File: src/rtl/fu_alu_pipe.sv
// fu_alu_pipe: Issue/Execute register, LAT-1 execute delay stages and the
// Execute/WriteBack register around an external combinational execute unit.
// Handles ROB backpressure, operand forwarding from own WB and N_BYP
// snoop channels, operand capture while stalled, and early wakeup.
module fu_alu_pipe #(
    parameter int unsigned DATA_W  = 32,
    parameter int unsigned TAG_W   = 5,
    parameter int unsigned N_BYP   = 2,
    parameter int unsigned LAT     = 1,
    parameter int unsigned PAY_W   = 64,
    parameter int unsigned OTHER_W = 32,
    parameter int unsigned EXC_W   = 5
) (
    input  logic                      clk,
    input  logic                      reset,
    input  logic                      flush,

    input  logic                      in_valid,
    output logic                      in_ready,
    input  logic [TAG_W-1:0]          in_dest,
    input  logic                      in_wen,
    input  logic [TAG_W-1:0]          in_rs_tag,
    input  logic [TAG_W-1:0]          in_rt_tag,
    input  logic [DATA_W-1:0]         in_rs_val,
    input  logic [DATA_W-1:0]         in_rt_val,
    input  logic                      in_rs_rdy,
    input  logic                      in_rt_rdy,
    input  logic [PAY_W-1:0]          in_payload,

    input  logic [N_BYP-1:0]          byp_en,
    input  logic [N_BYP*TAG_W-1:0]    byp_tag,
    input  logic [N_BYP*DATA_W-1:0]   byp_data,

    output logic                      ex_valid,
    output logic [DATA_W-1:0]         ex_rs,
    output logic [DATA_W-1:0]         ex_rt,
    output logic [PAY_W-1:0]          ex_payload,
    input  logic [DATA_W-1:0]         ex_result,
    input  logic                      ex_wen,
    input  logic [OTHER_W-1:0]        ex_other,
    input  logic [EXC_W-1:0]          ex_excode,

    output logic                      wb_valid,
    input  logic                      wb_ready,
    output logic                      wb_wen,
    output logic [TAG_W-1:0]          wb_dest,
    output logic [DATA_W-1:0]         wb_result,
    output logic [OTHER_W-1:0]        wb_other,
    output logic [EXC_W-1:0]          wb_excode,

    output logic                      wakeup_en,
    output logic [TAG_W-1:0]          wakeup_dest
);

    // ------------------------------------------------------------------
    // Pipeline control
    // ------------------------------------------------------------------
    logic w_stall;
    logic w_accept;

    // ------------------------------------------------------------------
    // Issue/Execute register
    // ------------------------------------------------------------------
    logic               r_is_valid;
    logic [TAG_W-1:0]   r_is_dest;
    logic               r_is_inwen;
    logic [TAG_W-1:0]   r_is_rs_tag;
    logic [TAG_W-1:0]   r_is_rt_tag;
    logic [DATA_W-1:0]  r_is_rs_val;
    logic [DATA_W-1:0]  r_is_rt_val;
    logic               r_is_rs_rdy;
    logic               r_is_rt_rdy;
    logic [PAY_W-1:0]   r_is_payload;

    // Resolved operands (value + now-ready flag)
    logic [DATA_W-1:0]  w_rs_res;
    logic [DATA_W-1:0]  w_rt_res;
    logic               w_rs_hit;
    logic               w_rt_hit;

    // ------------------------------------------------------------------
    // Execute/WriteBack register
    // ------------------------------------------------------------------
    logic               r_wb_valid;
    logic               r_wb_exwen;
    logic [TAG_W-1:0]   r_wb_dest;
    logic [DATA_W-1:0]  r_wb_result;
    logic [OTHER_W-1:0] r_wb_other;
    logic [EXC_W-1:0]   r_wb_excode;

    // Stage feeding WB (IS itself when LAT=1, else last delay stage)
    logic               w_fd_valid;
    logic               w_fd_inwen;
    logic               w_fd_exwen;
    logic [TAG_W-1:0]   w_fd_dest;
    logic [DATA_W-1:0]  w_fd_result;
    logic [OTHER_W-1:0] w_fd_other;
    logic [EXC_W-1:0]   w_fd_excode;

    assign w_stall  = r_wb_valid & ~wb_ready;
    assign in_ready = ~w_stall;
    assign w_accept = in_valid & ~w_stall & ~flush;

    // Priority: stored-ready, own WB, lowest-index bypass channel, stored.
    function automatic logic [DATA_W:0] f_resolve(
        input logic                    rdy,
        input logic [TAG_W-1:0]        tag,
        input logic [DATA_W-1:0]       val,
        input logic                    own_en,
        input logic [TAG_W-1:0]        own_tag,
        input logic [DATA_W-1:0]       own_val,
        input logic [N_BYP-1:0]        ben,
        input logic [N_BYP*TAG_W-1:0]  btag,
        input logic [N_BYP*DATA_W-1:0] bdat
    );
        logic              hit;
        logic [DATA_W-1:0] res;
        hit = rdy;
        res = val;
        if (!hit && own_en && (own_tag == tag)) begin
            hit = 1'b1;
            res = own_val;
        end
        for (int unsigned c = 0; c < N_BYP; c++) begin
            if (!hit && ben[c] && (btag[c*TAG_W +: TAG_W] == tag)) begin
                hit = 1'b1;
                res = bdat[c*DATA_W +: DATA_W];
            end
        end
        return {hit, res};
    endfunction

    // Resolve both IS operands against stored state and all forward sources
    always_comb begin
        {w_rs_hit, w_rs_res} = f_resolve(r_is_rs_rdy, r_is_rs_tag, r_is_rs_val,
                                         wb_wen, r_wb_dest, r_wb_result,
                                         byp_en, byp_tag, byp_data);
        {w_rt_hit, w_rt_res} = f_resolve(r_is_rt_rdy, r_is_rt_tag, r_is_rt_val,
                                         wb_wen, r_wb_dest, r_wb_result,
                                         byp_en, byp_tag, byp_data);
    end

    // IS register: load on accept, bubble when idle, capture forwards while stalled
    always_ff @(posedge clk) begin
        if (reset) begin
            r_is_valid   <= 1'b0;
            r_is_dest    <= '0;
            r_is_inwen   <= 1'b0;
            r_is_rs_tag  <= '0;
            r_is_rt_tag  <= '0;
            r_is_rs_val  <= '0;
            r_is_rt_val  <= '0;
            r_is_rs_rdy  <= 1'b0;
            r_is_rt_rdy  <= 1'b0;
            r_is_payload <= '0;
        end else if (flush) begin
            r_is_valid <= 1'b0;
        end else if (w_stall) begin
            // Holding: fold any forward seen this cycle into the stored operand
            r_is_rs_val <= w_rs_res;
            r_is_rt_val <= w_rt_res;
            r_is_rs_rdy <= w_rs_hit;
            r_is_rt_rdy <= w_rt_hit;
        end else if (w_accept) begin
            r_is_valid   <= 1'b1;
            r_is_dest    <= in_dest;
            r_is_inwen   <= in_wen;
            r_is_rs_tag  <= in_rs_tag;
            r_is_rt_tag  <= in_rt_tag;
            r_is_rs_val  <= in_rs_val;
            r_is_rt_val  <= in_rt_val;
            r_is_rs_rdy  <= in_rs_rdy;
            r_is_rt_rdy  <= in_rt_rdy;
            r_is_payload <= in_payload;
        end else begin
            r_is_valid <= 1'b0;
        end
    end

    assign ex_valid   = r_is_valid;
    assign ex_rs      = w_rs_res;
    assign ex_rt      = w_rt_res;
    assign ex_payload = r_is_payload;

    // ------------------------------------------------------------------
    // Execute delay chain (LAT-1 stages)
    // ------------------------------------------------------------------
    generate
        if (LAT > 1) begin : g_dly
            localparam int unsigned ND = LAT - 1;
            logic               r_v     [ND];
            logic               r_inwen [ND];
            logic               r_exwen [ND];
            logic [TAG_W-1:0]   r_dest  [ND];
            logic [DATA_W-1:0]  r_res   [ND];
            logic [OTHER_W-1:0] r_oth   [ND];
            logic [EXC_W-1:0]   r_exc   [ND];

            // Shift the delay chain when not stalled; flush clears valids only
            always_ff @(posedge clk) begin
                if (reset) begin
                    for (int unsigned i = 0; i < ND; i++) begin
                        r_v[i]     <= 1'b0;
                        r_inwen[i] <= 1'b0;
                        r_exwen[i] <= 1'b0;
                        r_dest[i]  <= '0;
                        r_res[i]   <= '0;
                        r_oth[i]   <= '0;
                        r_exc[i]   <= '0;
                    end
                end else begin
                    if (!w_stall) begin
                        r_v[0]     <= r_is_valid;
                        r_inwen[0] <= r_is_inwen;
                        r_exwen[0] <= ex_wen;
                        r_dest[0]  <= r_is_dest;
                        r_res[0]   <= ex_result;
                        r_oth[0]   <= ex_other;
                        r_exc[0]   <= ex_excode;
                        for (int unsigned i = 1; i < ND; i++) begin
                            r_v[i]     <= r_v[i-1];
                            r_inwen[i] <= r_inwen[i-1];
                            r_exwen[i] <= r_exwen[i-1];
                            r_dest[i]  <= r_dest[i-1];
                            r_res[i]   <= r_res[i-1];
                            r_oth[i]   <= r_oth[i-1];
                            r_exc[i]   <= r_exc[i-1];
                        end
                    end
                    if (flush) begin
                        for (int unsigned i = 0; i < ND; i++) begin
                            r_v[i] <= 1'b0;
                        end
                    end
                end
            end

            assign w_fd_valid  = r_v[ND-1];
            assign w_fd_inwen  = r_inwen[ND-1];
            assign w_fd_exwen  = r_exwen[ND-1];
            assign w_fd_dest   = r_dest[ND-1];
            assign w_fd_result = r_res[ND-1];
            assign w_fd_other  = r_oth[ND-1];
            assign w_fd_excode = r_exc[ND-1];
        end else begin : g_nodly
            assign w_fd_valid  = r_is_valid;
            assign w_fd_inwen  = r_is_inwen;
            assign w_fd_exwen  = ex_wen;
            assign w_fd_dest   = r_is_dest;
            assign w_fd_result = ex_result;
            assign w_fd_other  = ex_other;
            assign w_fd_excode = ex_excode;
        end
    endgenerate

    // WB register: advance when not stalled; flush drops a pending ROB write
    always_ff @(posedge clk) begin
        if (reset) begin
            r_wb_valid  <= 1'b0;
            r_wb_exwen  <= 1'b0;
            r_wb_dest   <= '0;
            r_wb_result <= '0;
            r_wb_other  <= '0;
            r_wb_excode <= '0;
        end else begin
            if (!w_stall) begin
                r_wb_valid  <= w_fd_valid;
                r_wb_exwen  <= w_fd_exwen;
                r_wb_dest   <= w_fd_dest;
                r_wb_result <= w_fd_result;
                r_wb_other  <= w_fd_other;
                r_wb_excode <= w_fd_excode;
            end
            if (flush) begin
                r_wb_valid <= 1'b0;
            end
        end
    end

    assign wb_valid  = r_wb_valid;
    assign wb_wen    = r_wb_valid & r_wb_exwen;
    assign wb_dest   = r_wb_dest;
    assign wb_result = r_wb_result;
    assign wb_other  = r_wb_other;
    assign wb_excode = r_wb_excode;

    // Early wakeup: the op about to enter WB, only if it really moves this cycle
    assign wakeup_en   = w_fd_valid & w_fd_inwen & ~w_stall;
    assign wakeup_dest = w_fd_dest;

endmodule

File: config.mk
export PLATFORM = sky130hd
export DESIGN_NAME = fu_alu_pipe
export DESIGN_NICKNAME = d
export VERILOG_FILES = /design/src/rtl/fu_alu_pipe.sv
export SDC_FILE = /design/constraint.sdc
export NUM_CORES = 1
export LEC_CHECK = 0
export CAP_MARGIN = 20
export CORE_AREA = 2 2 195 197
export CTS_BUF_LIST = sky130_fd_sc_hd__clkbuf_8 sky130_fd_sc_hd__clkbuf_16
export CTS_CLUSTER_DIAMETER = 80
export DETAILED_ROUTE_END_ITERATION = 10
export DIE_AREA = 0 0 197 199
export GPL_TIMING_DRIVEN = 0
export MAX_ROUTING_LAYER = met4
export PLACE_DENSITY = 0.62
export SLEW_MARGIN = 10
export SYNTH_ARGS = -nofsm -noshare
export SYNTH_HDL_FRONTEND = slang
export SYNTH_SLANG_ARGS = --single-unit
File: constraint.sdc
create_clock -name clk -period 2.71 [get_ports clk]
set_input_delay 0.542 -clock clk [delete_from_list [all_inputs] [get_ports clk]]
set_output_delay 0.542 -clock clk [all_outputs]
set_load 0.02 [all_outputs]
Word level (Yosys, flattened, before mapping)

Cells that the tools add are included.

Equality and inequality tests: 6
Multiplexer cells: 21
Bitwise gates (word level): 9
Reduce and logical (&&, ||, !) cells: 22

Operator list:

| kind              | number |
|---|---|
| $mux 32           | 10 |
| $eq 5x5->1        | 6 |
| $logic_and 1x1->1 | 12 |
| $mux 1            | 11 |
| $and 1x1->1       | 6 |
| $logic_not 1->1   | 6 |
| $not 1->1         | 3 |
| $reduce_and 3->1  | 1 |
| $reduce_and 2->1  | 1 |
| $reduce_bool 2->1 | 1 |
| $reduce_or 2->1   | 1 |

Flip-flop bits (word level): 223
Input bits: 297
Output and inout port bits: 212
Logic and storage cells: 74

Depth between registers and ports, before layout

Gate-level depths: netlist (run 1).

Word-level depth: 13
Gate-level depth with buffers: 8
Gate-level depth less buffers: 6

Worst setup path after synthesis (run 1)

Ideal clock, no wire load.

Path type: input to output
Start point: input port byp_tag[3]
End point: output port ex_rs[12]
Arrival: 2.248 ns
Data required time: 2.168 ns
Setup slack: -0.080 ns
Stages on the path: 6
Path buffers: 1
Cells stage by stage: xor2_1 nor4_4 and3b_1 clkbuf_1 a2111oi_0 a211oi_1

Longest elaborated chain between the ends: 7
Elaborated cells between the ends (all ways): 8
Classes of those cells: eq/ne (1); mux (3); reduce/logical (4)

Ends and longest elaborated chain:

| item                            | line | text |
|---|---|---|
| start: declaration              | 31   | `input logic [N_BYP*TAG_W-1:0] byp_tag,` |
| $eq 5x5->1 (*)                  | 125  | `if (!hit && ben[c] && (btag[c*TAG_W +: TAG_W] == tag)) begin` |
| $logic_and 1x1->1 (*)           | 125  |  |
| $mux 1                          | 125  |  |
| $logic_not 1->1                 | 125  |  |
| $logic_and 1x1->1 (2 in series) | 125  |  |
| $mux 32 (*)                     | 125  |  |
| end: declaration                | 35   | `output logic [DATA_W-1:0] ex_rs,` |

Every way passes the cells marked *; elsewhere a longest branch is shown, timed or not.

Worst setup path after layout (run 1)

Start point: register r_wb_valid, in the netlist wb_valid
End point: output port ex_rs[24]

Longest elaborated chain between the ends: 12
Elaborated cells between the ends (all ways): 14
Classes of those cells: mux (5); bitwise (1); reduce/logical (8)

Ends and longest elaborated chain:

| item                                | line | text |
|---|---|---|
| start: declaration                  | 84   | `logic r_wb_valid;` |
| start signal: assignment            | 267  | `r_wb_valid <= w_fd_valid;` |
| $and 1x1->1 (*)                     | 281  | `assign wb_wen = r_wb_valid & r_wb_exwen;` |
| $logic_and 1x1->1 (*) (2 in series) | 120  | `if (!hit && own_en && (own_tag == tag)) begin` |
| $mux 1                              | 120  |  |
| $logic_not 1->1                     | 125  |  |
| $logic_and 1x1->1 (2 in series)     | 125  |  |
| $mux 1                              | 125  |  |
| $logic_not 1->1                     | 125  |  |
| $logic_and 1x1->1 (2 in series)     | 125  |  |
| $mux 32 (*)                         | 125  |  |

Marked as above.

==> results of run 1 <==
## layout make-up
class	instances	area, sq um
clock buffer	37	835.8
multi-input combinational	1280	9432
antenna	4	10.01
tap	474	593.1
sequential	223	4522
inverter	67	251.5
clock inverter	14	176.4
buffer	179	1428
fill	3285	14270
timing repair buffer	566	5612
## Yosys cell counts, types with 2 or more instances
master,instances
and2_1,4
dfxtp_1,223
and3_1,33
nor4_4,2
nor4_1,3
buf_1,7
nand4_1,2
o21ai_0,63
inv_1,66
buf_6,4
o22ai_1,32
nor3_1,70
a2bb2oi_1,32
clkbuf_1,147
buf_2,24
a21oi_1,159
nand2_1,410
o21ai_1,2
nand2b_1,2
a32oi_1,31
a22o_1,32
nand3_1,32
a31oi_1,63
a2111oi_0,32
a211oi_1,33
nor2_1,70
o2111ai_2,30
a22oi_1,33
a21bo_2,32
or3_1,2
o2111ai_1,32
xor2_1,19
xnor2_1,11
## sequential cells by signal, indices dropped and copies added (netlist names), 32 cells and up
name         cells
ex_payload      64
r_is_rs_val     32
r_is_rt_val     32
wb_other        32
wb_result       32
## layout by cell type (no fill, tap or decap), drive strengths merged, types with 34 or more instances in the layout
| cell | n |
|---|---|
| clkbuf | 185 |
| o2111ai | 62 |
| buf | 154 |
| dfxtp | 223 |
| inv | 71 |
| nor3 | 70 |
| nand2 | 410 |
| a31oi | 63 |
| clkdlybuf4s50 | 430 |
| a211oi | 34 |
| a21oi | 159 |
| nor2 | 70 |
| o21ai | 65 |
## per-layer routing
metal,part of all wire,GRT usage,up-vias
met5,0,-,-
met4,0.050,0.1610,0
met3,0.10,0.07664,213
met2,0.48,0.6028,1060
met1,0.37,0.4182,8068
li1,-,-,7540
## cell families after synthesis
family                 count (synthesis)
flip-flops                           223
buffers and inverters                249
AND/OR/NAND/NOR                      635
XOR/XNOR                              30
AO/OA/AOI/OAI                        615
## how the worst max path moves through the flow
stage,start,endpoint
floorplan,byp_tag[3],ex_rs[24]
global placement,byp_tag[1],ex_rt[23]
detailed placement,byp_tag[2],ex_rs[2]
CTS,r_is_rs_tag[4]$_SDFFE_PP0P_,ex_rs[3]
global route,wb_dest[3]$_SDFFE_PP0N_,ex_rs[24]
finish,wb_valid$_SDFFE_PP0N_,ex_rs[24]
## critical path, stage by stage, from the launching register on
cell,delay [ns]
dfxtp_2,0.40
nand2_1,0.17
nor3_2,0.26
buf_4,0.25
clkbuf_4,0.25
a22o_1,0.21
a2111oi_4,0.07
a211oi_2,0.23
buf_4,0.19
## power by group through the flow
stage	clock, mW	combinational (mW)	sequential, mW
global placement	0	2.29	3.67
detailed placement	0	2.30	3.68
floorplan	0	0.925	3.76
CTS	4.16	2.65	3.62
finish	4.11	2.76	3.63
global route	4.28	2.88	3.65
## per-stage QoR
step	instance area (sq um)	hold slack, ns	power (mW)
global route	22860	0.4659	10.81
finish	22860	0.4491	10.50
detailed placement	18680	0.4440	5.976
global placement	18660	0.4395	5.961
CTS	22380	0.4216	10.43
floorplan	13000	0.4321	4.682
## what timing repair did
item | in CTS | in global routing
pin swaps | 99 | 43
buffers inserted | 35 | 6
cloned | 13 | 4
setup endpoints to repair | 214 | 111
gates resized for setup | 863 | 92
==> impl_results.md, run 1 <==
- Combinational Power Share: 0.263
- Yosys cell types: 48
- Vias in the first global route: 16620
- Syn Std Cell Area: 0.01289 sq mm
- P_int: 7.248 mW
- Post-synthesis sequential area ratio: 0.3464
- Port bufs: 507
- Util after Layout: 0.6156
- Die span in x: 197 um
- Hold Path Class: flop to flop
- Clock Path Buffers: 3
- Nets: 2642
- Synth Area in Compound Gates: 0.3474
- Largest family of logic cells by synthesized area: compound AO/OA/AOI/OAI gates
- Status: complete, but fails checks
- Worst Path Arrival: 2.59 ns
- FP Rows: 71
- Final Slew Violations: 0
- Tmin final: 3.132 ns
- Worst Slack Setup Final: -0.4215 ns
- Slew headroom: 0.3899
- Max_cap viols: 0
- CP startpoint kind: flop
- Xor and xnor area share after synthesis: 0.02039
- Mux cell area share after synthesis: 0
- Worst skew pair latency: 0.57 ns
- Crit path capture type: primary output
- Placed Cells: 2734
- Iteration-0 DRC count of the detailed router: 1482
- PD cells: 459.3 mW/mm^2
- Initial antenna violation count: 5
- All-Layer GR Usage: 0.3609
- Place WS: -1.722 ns
- Sw power: 3.253 mW
- Root buf cell: clkbuf_16
- Syn. warnings: 0
- Total negative slack: -22.99 ns
- WHS Endpoint: wb_other[15]$_SDFFE_PP0N_
- Crit Path Max Fanout: 10
- RSZ-0062 raised after global routing: true
- Seq pwr share: 0.346
- Critical Path RT: 2.17 ns
- Worst-Margin Slew: 0.9151 ns
- Drt wl/cell: 25.30 um
- Highest clock rate: 0.3193 GHz
- DRC viols: 0
- Die height: 199 um
- Hold Crit Depth: 2
- Total gr overflow: 0
- Routed WL: 71960 um
- Ys async rst share: 0
- Clock power share: 0.391
- Clock sink count: 223
- First-pass DRT Iterations: 6
- Failing checks: setup timing
- Top-area cell type share of the netlist area: 0.3464
- Crit path kind: flop to primary output
- Finished Layout Cells: 2844
- Setup-failing EPs final: 64
- R2R cell count: 8
- Peak supply drop: 0.0004708 V
- EDFF count, synth: 0
- Worst reg-to-reg setup slack: 0.07 ns
- Antenna-violating nets left: 0
- RePlAce Congestion: 0.9680
- Main synth FF type: dfxtp_1
- Period utilization: 1.156
- Leak Pwr: 8.495 nW
- Worst R2R End: r_is_rt_val[28]$_SDFFE_PP0P_
- Vias: 16880
- Share of layout cells above drive strength 1: 0.2265
- Synth Area per Inst: 7.355 sq um
- H-tree depth: 1
- Clock slew seen by the registers of the worst setup and hold paths: 0.06 ns
- Die footprint: 0.03920 sq mm
- Synth Register Bits: 223
- Io pins: 509
- Simple logic cell fraction of the synthesized area: 0.2086
- Cells after Synth: 1752
- Hold buffer count at cts: 0
- Largest net degree at the start of global routing: 14
- Final HPWL DP: 52380 um
- Net Sw Frac: 0.3098
- Via density per instance: 5.936
- Core ar.: 0.03713 sq mm
- Setup Skew: 0.02443 ns
- CTS buffer count: 28
- Synth top area cells: dfxtp_1 35%, nand2_1 12%, a21oi_1 6.2%
- Adder-cell area share of the yosys netlist: 0
- FF-to-FF Start: wb_valid$_SDFFE_PP0N_
- Area Overhead vs Synth: 77.40%
- Syn Nets: 2049
- HP Start: wb_other[15]$_SDFFE_PP0N_
- Most area-hungry cell type in the Yosys netlist: dfxtp_1
- Final hold viol count: 0
- Initial Util: 0.3470
- CTS tree: built
- Global-route wire length before repair: 104200 um
(Power assumes the default switching activity.)
==> run 2: changes to the inputs <==
Settings changed: TNS_END_PERCENT set to 100.
Clock period 2.71 ns to 4 ns, I/O delays scaled along.
==> run 2 against run 1 <==
The run now ends clean; cell count down 1.5%; critical path depth unchanged; combinational power down 43%; critical path type unchanged; critical endpoint is now ex_rs[11]; largest cell class unchanged; highest routed layer unchanged.
==> impl_results.md, run 2 (synthesized netlist as in run 1, its figures left out) <==
- Status: complete, no violations
- Most common cell after layout, fill and taps aside: clkdlybuf4s50_1
- Crit path kind: flop to primary output
- Port bufs: 507 (unchanged)
- Global-route wire length before repair: 97660 um (-6.3%)
- Max_cap viols: 0 (unchanged)
- Area Overhead vs Synth: 54.80%
- Final hold viol count: 0 (unchanged)
- Antenna-violating nets left: 0 (unchanged)
- Worst Path Arrival: 3.18 ns (+0.59 ns)
- Fillers: 3666 (+12%)
- Final HPWL DP: 51140 um (-2.4%)
- Hold Crit Depth: 2 (unchanged)
- Core ar.: 0.03713 sq mm (unchanged)
- Iteration-0 DRC count of the detailed router: 1269 (-14%)
- Worst Slack Setup Final: 0.02445 ns (+0.4460 ns)
- Initial antenna violation count: 8 (+3)
- Io pins: 509 (unchanged)
- Drt wl/cell: 23.92 um (-5.5%)
- Final Slew Violations: 0 (unchanged)
- RePlAce Congestion: 0.9704 (+0.25%)
- Multi-input gate area: 0.007835 sq mm (-17%)
- Crit path capture type: primary output
- Worst reg-to-reg setup slack: 0.81 ns (+0.74 ns)
- Nets: 2596 (-1.7%)
- Place WS: -1.067 ns (+0.6551 ns)
- Cell family with most CP delay: buffers and inverters
- Die span in x: 197 um (unchanged)
- RSZ-0062 raised after global routing: true
- CP max-delay cell: dfxtp_1
- Finished Layout Cells: 2800 (-1.5%)
- Via density per instance: 5.810 (-2.1%)
- Clock slew seen by the registers of the worst setup and hold paths: 0.07 ns (about the same)
- Die footprint: 0.03920 sq mm (unchanged)
- Highest clock rate: 0.2515 GHz
- Worst R2R End: r_is_rt_val[9]$_SDFFE_PP0P_
- Tmin final: 3.976 ns
- Slew headroom: 0.1998 (-0.1902)
- Final total power: 6.867 mW (-35%)
- HP Start: wb_other[16]$_SDFFE_PP0N_
- Most used cell, CP: clkbuf_2
- All-Layer GR Usage: 0.3358 (-0.02509)
- Vias in the first global route: 15790 (-5.0%)
- Die height: 199 um (unchanged)
- R2R cell count: 7 (-1)
- Hold Path Class: flop to flop
- Max reg flops: 64 (unchanged)
- Setup-failing EPs final: 0 (-100%)
- Initial Util: 0.3470 (unchanged)
- Share of layout cells above drive strength 1: 0.1328 (-0.09378)
- CP startpoint kind: flop
- Worst skew pair latency: 0.59 ns (+0.02 ns)
- Routed WL: 66980 um (-6.9%)
- Sequential Area: 0.004464 sq mm (-1.3%)
- Critical Path, Cell by Cell: xor2_1 -> nor4_2 -> and2_1 -> buf_2 -> clkbuf_2 -> clkbuf_2 -> a211oi_2 -> dlygate4sd2_1
- Peak supply drop: 0.0003224 V (-32%)
- First-pass DRT Iterations: 8 (+2)
- Hold buffer count at cts: 0 (unchanged)
- CTS tree: built
- Setup Skew: 0.02791 ns (+0.003481 ns)
- Hold slack: 0.4509 ns (+0.001815 ns)
- FF-to-FF Start: wb_valid$_SDFFE_PP0N_
- H-tree depth: 1 (unchanged)
- Clock sink count: 223 (unchanged)
- Placed Cells: 2734 (unchanged)
- Util after Layout: 0.5372 (-0.07841)
- Critical Path RT: 3.20 ns (+1.03 ns)
- Commonest non-fill, non-tap cells in the layout: 443 x clkdlybuf4s50_1, 409 x nand2_1, 223 x dfxtp_1
- Buffers & Inverters on Critical Path: 4 (+1)
- Root buf cell: clkbuf_16
- DRC viols: 0 (unchanged)
- Period utilization: 0.9939
- Vias: 16270 (-3.6%)
- Clock Path Buffers: 3 (unchanged)
- PD cells: 344.2 mW/mm^2 (-25%)
- WHS Endpoint: wb_other[16]$_SDFFE_PP0N_
- Worst-Margin Slew: 1.191 ns (+0.2761 ns)
- Crit Path Max Fanout: 10 (unchanged)
- Largest net degree at the start of global routing: 15 (+1)
- FP Rows: 71 (unchanged)
- Total gr overflow: 0 (unchanged)
- Leak Pwr: 7.455 nW (-12%)
- CTS buffer count: 27 (-3.6%)
- Crit path largest cell delay: 0.48 ns (+0.08 ns)
[run 2: cell count changes in the layout (fill, tap and decap cells not counted), moves of 27 or more]
cell	delta
buf_4	-72
clkbuf_2	+51
a2111oi_2	+28
a2111oi_4	-28
nor3_4	-28
buf_6	-27
o22ai_1	+27
[run 2: worst reg2reg max path: cells and delay by family (launching register included)]
family	cells	cell delay, ns
flip-flops	1	0.43
buffers and inverters	3	1.26
AO/OA/AOI/OAI	2	0.32
AND/OR/NAND/NOR	2	1.11
[run 2: worst max path at each step]
stage	cells after the start	slack, ns	start	to
detailed placement	8	-1.07	byp_tag[3]	ex_rs[2]
floorplan	6	0.69	byp_tag[3]	ex_rs[12]
finish	8	0.02	r_is_rs_tag[0]$_SDFFE_PP0P_	ex_rs[11]
global placement	8	-1.13	byp_tag[3]	ex_rs[2]
CTS	9	-0.07	byp_tag[8]	ex_rs[11]
global route	8	-0.04	byp_tag[0]	ex_rs[11]
[run 2: power breakdown]
group | total (mW) | switching, mW | internal (mW)
logic | 1.57 | 0.874 | 0.697
registers | 2.45 | 0.115 | 2.34
clock network | 2.84 | 1.10 | 1.74
total | 6.87 | 2.09 | 4.78
[run 2: layer usage]
metal / wire length, um / GRT usage
met2: 32500 / 0.5710
met3: 6233 / 0.07274
met1: 25470 / 0.3911
met5: 0 / -
met4: 2777 / 0.1200
[run 2: layout make-up]
class,instances,share of cell area
repair buffers,519,0.2475
plain buffers,181,0.04146
flip-flops and latches,223,0.2238
clock buffers,33,0.03801
clock inverters,17,0.01336
well taps,474,0.02973
inverters,67,0.01261
multi-input cells,1280,0.3928
diodes,6,0.0007527
[run 2: what timing repair did]
item | 4_1_cts | 5_1_grt
gates resized for setup | 189 | 180
pin swaps | 11 | 3
setup buffers | 5 | 6
endpoints found under the setup margin | 64 | 62
[run 2: metrics by stage]
step | instance area (sq um) | TNS [ns]
floorplan | 12890 | 0
global placement | 18550 | -48.84
detailed placement | 18570 | -47.81
CTS | 19880 | -0.1239
global route | 19950 | -0.1424
finish | 19950 | 0
==> run 3: changes to the inputs <==
Settings changed: SKIP_LAST_GASP set to 1.
==> run 3 against run 2 <==
The run now ends with setup timing left; register-to-register slack improved by 0.03 ns; power increased by 0.12%; design area increased by 0.33%; hold slack about the same; clock power about the same; cell count about the same; flip-flop and latch count unchanged; wire length about the same.
==> impl_results.md, run 3 (synthesized netlist as in run 1, its figures left out) <==
- Critical Path RT: 3.20 ns (about the same)
- Final HPWL DP: 51140 um (unchanged)
- Area Overhead vs Synth: 55.31%
- Finished Layout Cells: 2801 (+0.036%)
- Iteration-0 DRC count of the detailed router: 1111 (-12%)
- Via density per instance: 5.816 (+0.11%)
- Worst reg-to-reg setup slack: 0.84 ns (+0.03 ns)
- Highest clock rate: 0.2474 GHz (-1.6%)
- Status: complete, but fails checks
- Combinational Power Share: 0.229 (about the same)
- Place WS: -1.067 ns (unchanged)
- Worst-Margin Slew: 1.183 ns (-0.007705 ns)
- Placed Cells: 2734 (unchanged)
- CTS tree: built
- Max_cap viols: 0 (unchanged)
- Die span in x: 197 um (unchanged)
- Antenna-violating nets left: 0 (unchanged)
- CP max-delay cell: clkdlybuf4s50_1
- Peak supply drop: 0.0003222 V (about the same)
- Crit Path Max Fanout: 10 (unchanged)
- Port bufs: 507 (unchanged)
- Worst setup path start: byp_en[0]
- Clock slew seen by the registers of the worst setup and hold paths: 0.06 ns (about the same)
- Worst skew pair latency: 0.59 ns (about the same)
- Nets: 2596 (unchanged)
- Period utilization: 1.010 (+0.01659)
- Vias in the first global route: 15790 (-0.0063%)
- FP Rows: 71 (unchanged)
- Net Sw Frac: 0.3048 (+0.0003403)
- Fillers: 3660 (-0.16%)
- Initial antenna violation count: 8 (unchanged)
- Io pins: 509 (unchanged)
- Initial Util: 0.3470 (unchanged)
- Slew headroom: 0.2050 (+0.005177)
- Total gr overflow: 0 (unchanged)
- Die height: 199 um (unchanged)
- Root buf cell: clkbuf_16
- Global-route wire length before repair: 97660 um (about the same)
- H-tree depth: 1 (unchanged)
- Crit path largest cell delay: 0.56 ns (+0.08 ns)
- Tmin final: 4.042 ns (+0.06635 ns)
- Hold Path Class: flop to flop
- CTS buffer count: 27 (unchanged)
- First-pass DRT Iterations: 6 (-2)
- FF-to-FF Start: wb_valid$_SDFFE_PP0N_
- Vias: 16290 (+0.14%)
- RePlAce Congestion: 0.9704 (unchanged)
- Leak Pwr: 7.483 nW (+0.38%)
- Share of layout cells above drive strength 1: 0.1267 (-0.006034)
- PD cells: 343.5 mW/mm^2 (-0.21%)
- P_int: 4.779 mW (about the same)
- Clock power share: 0.414 (about the same)
- Crit path kind: input pin to primary output
- Routed WL: 66990 um (about the same)
- HP Start: wb_other[16]$_SDFFE_PP0N_
- Die footprint: 0.03920 sq mm (unchanged)
- Worst Path Arrival: 3.24 ns (+0.06 ns)
- Drt wl/cell: 23.91 um (about the same)
- Setup-failing EPs final: 4 (+4)
- Failing checks: setup timing
- Hold buffer count at cts: 0 (unchanged)
- Core ar.: 0.03713 sq mm (unchanged)
- Clock sink count: 223 (unchanged)
- All-Layer GR Usage: 0.3358 (about the same)
- Max reg flops: 64 (unchanged)
- Seq pwr share: 0.356 (about the same)
- CP startpoint kind: input pin
- Crit path capture type: primary output
- Most common cell after layout, fill and taps aside: clkdlybuf4s50_1
- Clock Path Buffers: 3 (unchanged)
- Final hold viol count: 0 (unchanged)
- Largest net degree at the start of global routing: 15 (unchanged)
- Sw power: 2.096 mW (+0.23%)
- DRC viols: 0 (unchanged)
- Final Slew Violations: 0 (unchanged)
- Worst Slack Setup Final: -0.04190 ns (-0.06635 ns)
- Setup Skew: 0.02730 ns (-0.0006050 ns)
- RSZ-0062 raised after global routing: true
- Commonest non-fill, non-tap cells in the layout: 443 x clkdlybuf4s50_1, 410 x nand2_1, 223 x dfxtp_1
- Critical Path, Cell by Cell: clkdlybuf4s50_1 -> nand2b_1 -> clkbuf_1 -> nor3_1 -> a2bb2oi_1 -> nor2_1 -> a211oi_2 -> dlygate4sd2_1
run 3: area by class of cell:
cell class / count / area (sq um) / share of cell area
antenna: 7 / 17.52 / 0.0008753
buffer: 181 / 817.0 / 0.04083
clock buffer: 33 / 758.2 / 0.03789
clock inverter: 17 / 266.5 / 0.01332
inverter: 67 / 251.5 / 0.01257
multi-input combinational: 1280 / 7868 / 0.3931
sequential: 223 / 4464 / 0.2231
tap: 474 / 593.1 / 0.02963
timing repair buffer: 519 / 4977 / 0.2487
run 3: critical path: cells and delay by family:
kind | cells | cell delay, ns
simple gates | 3 | 0.49
buf+inv | 3 | 1.41
compound gates | 2 | 0.52
run 3: power groups by stage:
stage	registers, mW	clock network (mW)	logic [mW]
floorplan	2.55	0	0.609
global placement	2.49	0	1.52
detailed placement	2.49	0	1.53
CTS	2.45	2.88	1.53
global route	2.46	2.96	1.66
finish	2.45	2.85	1.57
run 3: path summary, 6_finish.rpt:
check / to / cells past startpoint
worst max-delay path: ex_rs[11] / 8
worst min-delay path: wb_other[16]$_SDFFE_PP0N_ / 2
worst max register to register: r_is_rt_val[9]$_SDFFE_PP0P_ / 7
worst min register to register: wb_other[16]$_SDFFE_PP0N_ / 2
run 3: what timing repair did:
item,4_1_cts,5_1_grt
pin swaps,10,4
setup endpoints to repair,64,62
resized for setup,176,155
setup buffers,5,6
run 3: metal layers:
metal | global-route usage | vias up | wire [um]
li1 | - | 7471 | -
met4 | 0.1209 | 0 | 2796
met5 | - | - | 0
met1 | 0.3906 | 7706 | 25460
met3 | 0.07511 | 186 | 6257
met2 | 0.5696 | 928 | 32470
run 3: through the flow:
stage                     power, mW  setup TNS (ns)  hold WS, ns  instance area [sq um]    util
after global placement        4.009          -48.84       0.4386                  18550  0.4997
after global routing          7.081         -0.7354       0.4684                  20010  0.5389
after CTS                     6.854         -0.4736       0.4529                  19840  0.5343
after floorplan               3.155               0       0.4321                  12890       -
final                         6.875        -0.09647       0.4505                  20010  0.5390
after detailed placement      4.016          -47.81       0.4443                  18570  0.5000
